--- src/rtl/result_collector.sv ---
// Result collector: tracks issues into a fixed-latency upstream pipeline and
// captures their results into a FIFO, throttling issue so captures always have space.
module result_collector #(
    parameter int DWIDTH = 8,
    parameter int DEPTH  = 4,
    parameter int LAT    = 3,
    localparam int CW    = $clog2(DEPTH + 1),
    localparam int IW    = $clog2(LAT + 1),
    localparam int PW    = $clog2(DEPTH)
) (
    input  logic              clk,
    input  logic              rst,
    input  logic              issue_i,
    output logic              can_issue_o,
    input  logic [DWIDTH-1:0] res_i,
    output logic              out_valid_o,
    input  logic              out_ready_i,
    output logic [DWIDTH-1:0] out_data_o,
    output logic [CW-1:0]     count_o,
    output logic [IW-1:0]     inflight_o,
    output logic [15:0]       pop_cnt_o,
    output logic              err_o,
    output logic              ovf_o
);

    // Output handshake: an entry transfers on a rising edge where out_valid_o
    // and out_ready_i are both high; out_valid_o never depends on out_ready_i.

    logic [LAT-1:0]    vld_sr;
    logic [LAT-1:0]    sr_next;
    logic [DWIDTH-1:0] mem [DEPTH];
    logic [PW-1:0]     wr_ptr;
    logic [PW-1:0]     rd_ptr;
    logic              capture;
    logic              full;
    logic              pop;
    logic              wr;

    generate
        if (LAT == 1) begin : g_sr1
            assign sr_next = issue_i;
        end else begin : g_srn
            assign sr_next = {vld_sr[LAT-2:0], issue_i};
        end
    endgenerate

    always_comb begin
        inflight_o = '0;
        for (int i = 0; i < LAT; i++) begin
            inflight_o = inflight_o + IW'(vld_sr[i]);
        end
    end

    assign capture     = vld_sr[LAT-1];
    assign full        = (count_o == CW'(DEPTH));
    assign out_valid_o = (count_o != '0);
    assign out_data_o  = mem[rd_ptr];
    assign pop         = out_valid_o && out_ready_i;
    // A capture into a full FIFO still lands when the head leaves on the same edge.
    assign wr          = capture && (!full || pop);
    assign can_issue_o = (32'(count_o) + 32'(inflight_o)) < 32'(DEPTH);

    always_ff @(posedge clk) begin
        if (rst) begin
            vld_sr    <= '0;
            wr_ptr    <= '0;
            rd_ptr    <= '0;
            count_o   <= '0;
            pop_cnt_o <= '0;
            err_o     <= 1'b0;
            ovf_o     <= 1'b0;
            for (int i = 0; i < DEPTH; i++) begin
                mem[i] <= '0;
            end
        end else begin
            vld_sr <= sr_next;
            if (wr) begin
                mem[wr_ptr] <= res_i;
                wr_ptr      <= wr_ptr + PW'(1);
            end
            if (pop) begin
                rd_ptr    <= rd_ptr + PW'(1);
                pop_cnt_o <= pop_cnt_o + 16'd1;
            end
            count_o <= count_o + CW'(wr) - CW'(pop);
            if (issue_i && !can_issue_o) begin
                err_o <= 1'b1;
            end
            if (capture && full && !pop) begin
                ovf_o <= 1'b1;
            end
        end
    end

endmodule

--- config.mk ---
export PLATFORM = sky130hd
export DESIGN_NAME = result_collector
export DESIGN_NICKNAME = d
export VERILOG_FILES = /design/src/rtl/result_collector.sv
export SDC_FILE = /design/constraint.sdc
export NUM_CORES = 1
export LEC_CHECK = 0
export ABC_CLOCK_PERIOD_IN_PS = 3650
export CAP_MARGIN = 20
export CELL_PAD_IN_SITES_DETAIL_PLACEMENT = 0
export CELL_PAD_IN_SITES_GLOBAL_PLACEMENT = 1
export CORE_MARGIN = 3
export CORE_UTILIZATION = 25
export CTS_BUF_LIST = sky130_fd_sc_hd__clkbuf_8
export CTS_CLUSTER_DIAMETER = 120
export DETAILED_ROUTE_END_ITERATION = 10
export GPL_TIMING_DRIVEN = 0
export PLACE_DENSITY_LB_ADDON = 0.08
export SETUP_SLACK_MARGIN = 0.2
export SLEW_MARGIN = 40
export SYNTH_ARGS = -nofsm -noshare
export SYNTH_HDL_FRONTEND = slang
export SYNTH_SLANG_ARGS = --single-unit
--- constraint.sdc ---
create_clock -name clk -period 3.65 [get_ports clk]
set_clock_uncertainty 0.05 [all_clocks]
set_input_delay 0.73 -clock clk [delete_from_list [all_inputs] [get_ports clk]]
set_output_delay 0.73 -clock clk [all_outputs]
set_load 0.1 [all_outputs]
=== Yosys cells after proc, flatten, opt, wreduce, memory -nomap -nowiden ===
Memory sizes are Yosys's and may differ from the RTL's. A register that Yosys moved wholly into a read port is not among the register bits.
Cells that the tools add are included.

* Memories kept: 1
* Bits in writable memories: 32
* Register bits: 28
* Word-level logic and storage cells: 39

* Reductions and logical operators: 11
* Add/sub/neg operators: 8
* Magnitude comparators: 1
* Eq/ne operators: 1
* Mux-type cells: 10

{| class="wikitable"
|+ Memory list
! name !! words !! width !! read ports !! clocked after Yosys merged registers in !! wr ports !! RTL line !! text
|-
| mem || 4 || 8 || 1 || 1 || 4 || 31 || <nowiki>logic [DWIDTH-1:0] mem [DEPTH];</nowiki>
|}

{| class="wikitable"
|+ Operators by type and width
! operator !! number
|-
| $add 16x1->16 const B || 1
|-
| $mux 8 || 1
|-
| $reduce_or 8->1 || 1
|-
| $mux 1 || 6
|-
| $mux 2 || 3
|-
| $logic_and 1x1->1 || 5
|-
| $add 2x1->2 const B || 2
|-
| $add 3x2->4 || 1
|-
| $lt 4x3->1 const B || 1
|-
| $add 3x1->3 || 1
|-
| $eq 3x3->1 const B || 1
|-
| $logic_not 1->1 || 3
|-
| $reduce_bool 3->1 || 1
|-
| $sub 3x1->3 || 1
|-
| $add 1x1->2 || 1
|-
| $add 2x1->2 || 1
|-
| $logic_or 1x1->1 || 1
|}

=== Depth between registers and ports, before layout ===
* Depth in word-level cells: 9
* Depth in mapped cells: 10
* Mapped depth without buffers: 10

=== Worst setup path before layout ===
Ideal clock, no wire load.

* Path type: register to output
* From: reg vld_sr[2]
* To: out can_issue_o
* Data arrival time: 4.039 ns
* Stages on the path, launching flop included: 4
* Path slack: -1.169 ns
* Cell sequence: dfxtp_1 fa_1 ha_1 a311oi_1

* Word-level cells in the longest chain between the ends: 3

{| class="wikitable"
|+ RTL lines
! item !! RTL line !! text
|-
| from (decl) || 29 || <nowiki>logic [LAT-1:0] vld_sr;</nowiki>
|-
| from (signal assigned) || 76 || <nowiki>vld_sr <= sr_next;</nowiki>
|-
| $add 2x1->2 || 50 || <nowiki>inflight_o = inflight_o + IW'(vld_sr[i]);</nowiki>
|-
| named net inflight_o[1] || 20 || <nowiki>output logic [IW-1:0] inflight_o,</nowiki>
|-
| $add 3x2->4 || 61 || <nowiki>assign can_issue_o = (32'(count_o) + 32'(inflight_o)) < 32'(DEPTH);</nowiki>
|-
| $lt 4x3->1 || 61 ||
|-
| to (decl) || 14 || <nowiki>output logic can_issue_o,</nowiki>
|}

The timed path passes the listed nets, and every way through them passes these cells.

=== Worst setup path after layout ===
* From: in out_ready_i
* To: reg count_o[2]

* Word-level cells in the longest chain between the ends: 5

{| class="wikitable"
|+ RTL lines
! item !! RTL line !! text
|-
| from (decl) || 17 || <nowiki>input logic out_ready_i,</nowiki>
|-
| $logic_and 1x1->1 (*) || 58 || <nowiki>assign pop = out_valid_o && out_ready_i;</nowiki>
|-
| $logic_or 1x1->1 || 60 || <nowiki>assign wr = capture && (!full || pop);</nowiki>
|-
| $logic_and 1x1->1 || 60 ||
|-
| $add 3x1->3 || 85 || <nowiki>count_o <= count_o + CW'(wr) - CW'(pop);</nowiki>
|-
| $sub 3x1->3 (*) || 85 ||
|-
| to (signal assigned) || 85 ||
|-
| to (decl) || 19 || <nowiki>output logic [CW-1:0] count_o,</nowiki>
|}

Mark *: on every way between the ends. The rest lies on a longest branch, timed or not.
A chain may end at the register's enable or synchronous reset.

==> impl_metrics.tcl <==
set metrics [dict create \
    status "finished clean" \
    cts_tree "built" \
    core_area_um2 10370 \
    startpoint_type "primary input" \
    place_inst 399 \
    synthFlopType "edfxtp_1" \
    grtUsageMet2_pct 17.18 \
    die_h_um 109.6 \
    max-slew-margin-rel_pct 47.23 \
    synth_nets 236 \
    path_class "in -> reg" \
    synth_cell_types 38 \
    cts_resized 0 \
    netlist_area_um2 2683 \
    rows 37 \
    initial_core_util_pct 25.87 \
    power.total_mw 2.404 \
    die_area_um2 12010 \
    period_needed_ns 3.216 \
    hpwl_mm 4.326 \
    setup_viol_count_final 0 \
    grtUsageMet1_pct 15.84 \
    vias_per_cell 4.325 \
    wl_per_cell_um 14.92 \
    drtPass1Iterations 4 \
    use_met3_pct 2.760 \
    syn_inst 218 \
    place.gp.congestion 0.6989 \
    drtIter0Drc 82 \
    regArea_um2 1562 \
    htreeDepth 3 \
    synth_edf_count 32 \
    critPathCaptureType "register" \
    ant_nets 0 \
    crit_arrival_ns 3.37 \
    antenna_found_initial 0 \
    min_path_type "reg -> reg" \
    fin_cells 415 \
    p_leak_nw 1.305 \
    io_buffers 44 \
    grt_pass1_vias 1878 \
    synth_seq_cells 62 \
    fin_nets 292 \
    multi_input_area_um2 1130 \
    grtUsageTotal_pct 11.55 \
    slew_violations 0 \
    ir_drop_v 0.0006600 \
    cellPowerDensity_nw_per_um2 705.7 \
    drive_above_1_share_pct 25.81 \
    synthArstFlopShare_pct 0 \
    ys_seq_area_share_pct 58.21 \
    die_w_um 109.6 \
    antennaDiodeCount 0 \
    setup_slack_ns 0.4339 \
    cts_root_buf "clkbuf_8" \
    fin_crit_sh_pct 88.11 \
    syn_to_final_growth_pct 27.01 \
    cts_buffers 9 \
    clk_path_buf_depth 2 \
    setup-tns-final_ns 0 \
    drv_cap 0 \
    grt_busiest_layer "met2" \
    final_util_pct 32.85 \
    clkSlewWorstSetupHoldPaths_ns 0.07 \
    holdBufCountCts 0 \
    grt_pass1_wl_mm 10.15 \
    worst_pin_slew_ns 0.7849 \
    crit_path_max_fanout 7 \
    hold_violations 0 \
    postCtsSetupBuffers 0 \
    io_pins 45 \
    grt_max_degree 12 \
    synth_area_per_cell_um2 12.31 \
    drc_errors 0 \
    grt_setup_unrepaired "false" \
    dr_total_vias 1795 \
    clock_sinks 62 \
    drt_wl_total_mm 6.191 \
    yosys_warnings 0 \
    pre_cts_slack_ns 0.01750 \
    worstPathRequired_ns 3.81 \
    grt-ovfl-total 0 \
    fmax_mhz 310.9 \
    clock_latency_ns 0.33 \
    n_fill_cell 1102 \
]
critical path: stages:
cell             delay [ns]
clkdlybuf4s50_1        0.52
or4b_2                 0.74
nand2_4                0.18
ha_1                   0.24
inv_1                  0.06
ha_1                   0.13
inv_1                  0.05
fa_1                   0.36
xor2_1                 0.18
xnor2_1                0.14
nor2_1                 0.05
Yosys cell counts, types with 2 or more instances:
library cell / number / area, um2
a21oi_1: 5 / 25.02
ha_1: 4 / 50.05
xor2_1: 5 / 43.79
nor3_1: 7 / 35.03
or3_1: 2 / 12.51
inv_1: 7 / 26.28
nor2_1: 21 / 78.83
nor2b_1: 6 / 37.54
buf_1: 3 / 11.26
o21bai_1: 2 / 15.01
clkbuf_1: 3 / 11.26
nor4_1: 3 / 18.77
fa_1: 2 / 40.04
nand3_1: 4 / 20.02
nand4_1: 4 / 25.02
xnor2_1: 12 / 105.1
edfxtp_1: 32 / 960.9
dfxtp_1: 30 / 600.6
o21ai_0: 3 / 15.01
mux4_2: 8 / 180.2
nand2_1: 7 / 26.28
and2_1: 32 / 200.2
state kept, by name, summed over array words and instances, names as in the netlist, named ones only:
register / count
count_o: 3
err_o: 1
mem: 32
ovf_o: 1
pop_cnt_o: 16
rd_ptr: 2
vld_sr: 3
wr_ptr: 2
kinds of logic after synthesis:
group / share of synthesized area (%)
AOI/OAI and AO/OA: 3.731
xor gates and xnor gates: 5.550
adders and majority gates: 3.358
buffers and inverters: 1.819
DFF: 58.21
muxes: 7.136
and+or+nand+nor: 20.20
metrics by stage:
stage | hold slack [ns] | cell area (um2)
2_1_floorplan | 0.4192 | 2700
3_3_place_gp | 0.4079 | 3311
3_5_place_dp | 0.4145 | 3186
4_1_cts | 0.4301 | 3401
5_1_grt | 0.4453 | 3407
6_report | 0.4195 | 3407
metal layers:
| metal | part of all wire (%) | routed length [um] |
|---|---|---|
| met1 | 50 | 3073 |
| met2 | 45 | 2769 |
| met3 | 3.7 | 229 |
| met4 | 1.9 | 119 |
| met5 | 0 | 0 |
layout make-up:
type / count / area share, %
inverter: 7 / 0.7712
multi-input combinational: 143 / 33.16
timing repair buffer: 45 / 8.226
buffer: 6 / 0.6978
clock inverter: 7 / 2.681
clock buffer: 9 / 3.636
tap: 136 / 4.994
sequential: 62 / 45.83
cells in the final DEF, fill, tap and decap left out, drive strengths merged, types with 2 or more instances in the layout:
cell / n
nor4: 4
buf: 37
mux4: 8
o21bai: 2
edfxtp: 32
ha: 4
nor3: 7
fa: 2
clkbuf: 12
and2: 32
nand3: 4
a21oi: 5
nand4: 5
nor2b: 6
o21ai: 3
inv: 9
or3: 3
xor2: 5
bufinv: 2
clkdlybuf4s50: 11
nand2: 8
clkinvlp: 2
dfxtp: 30
xnor2: 12
nor2: 21
final timing paths:
check,cells past startpoint,end,from,slack (ns)
worst min-delay path,2,ovf_o,ovf_o,0.42
worst max-delay path,11,count_o[2],out_ready_i,0.43
worst max register to register,10,count_o[2],count_o[1],0.73
worst min register to register,2,ovf_o,ovf_o,0.42
power breakdown:
group	switching [mW]	internal, mW	total (mW)
combinational	0.692	0.200	0.892
clock	0.282	0.381	0.662
sequential	0.0630	0.787	0.850
(Power assumes the default switching activity.)
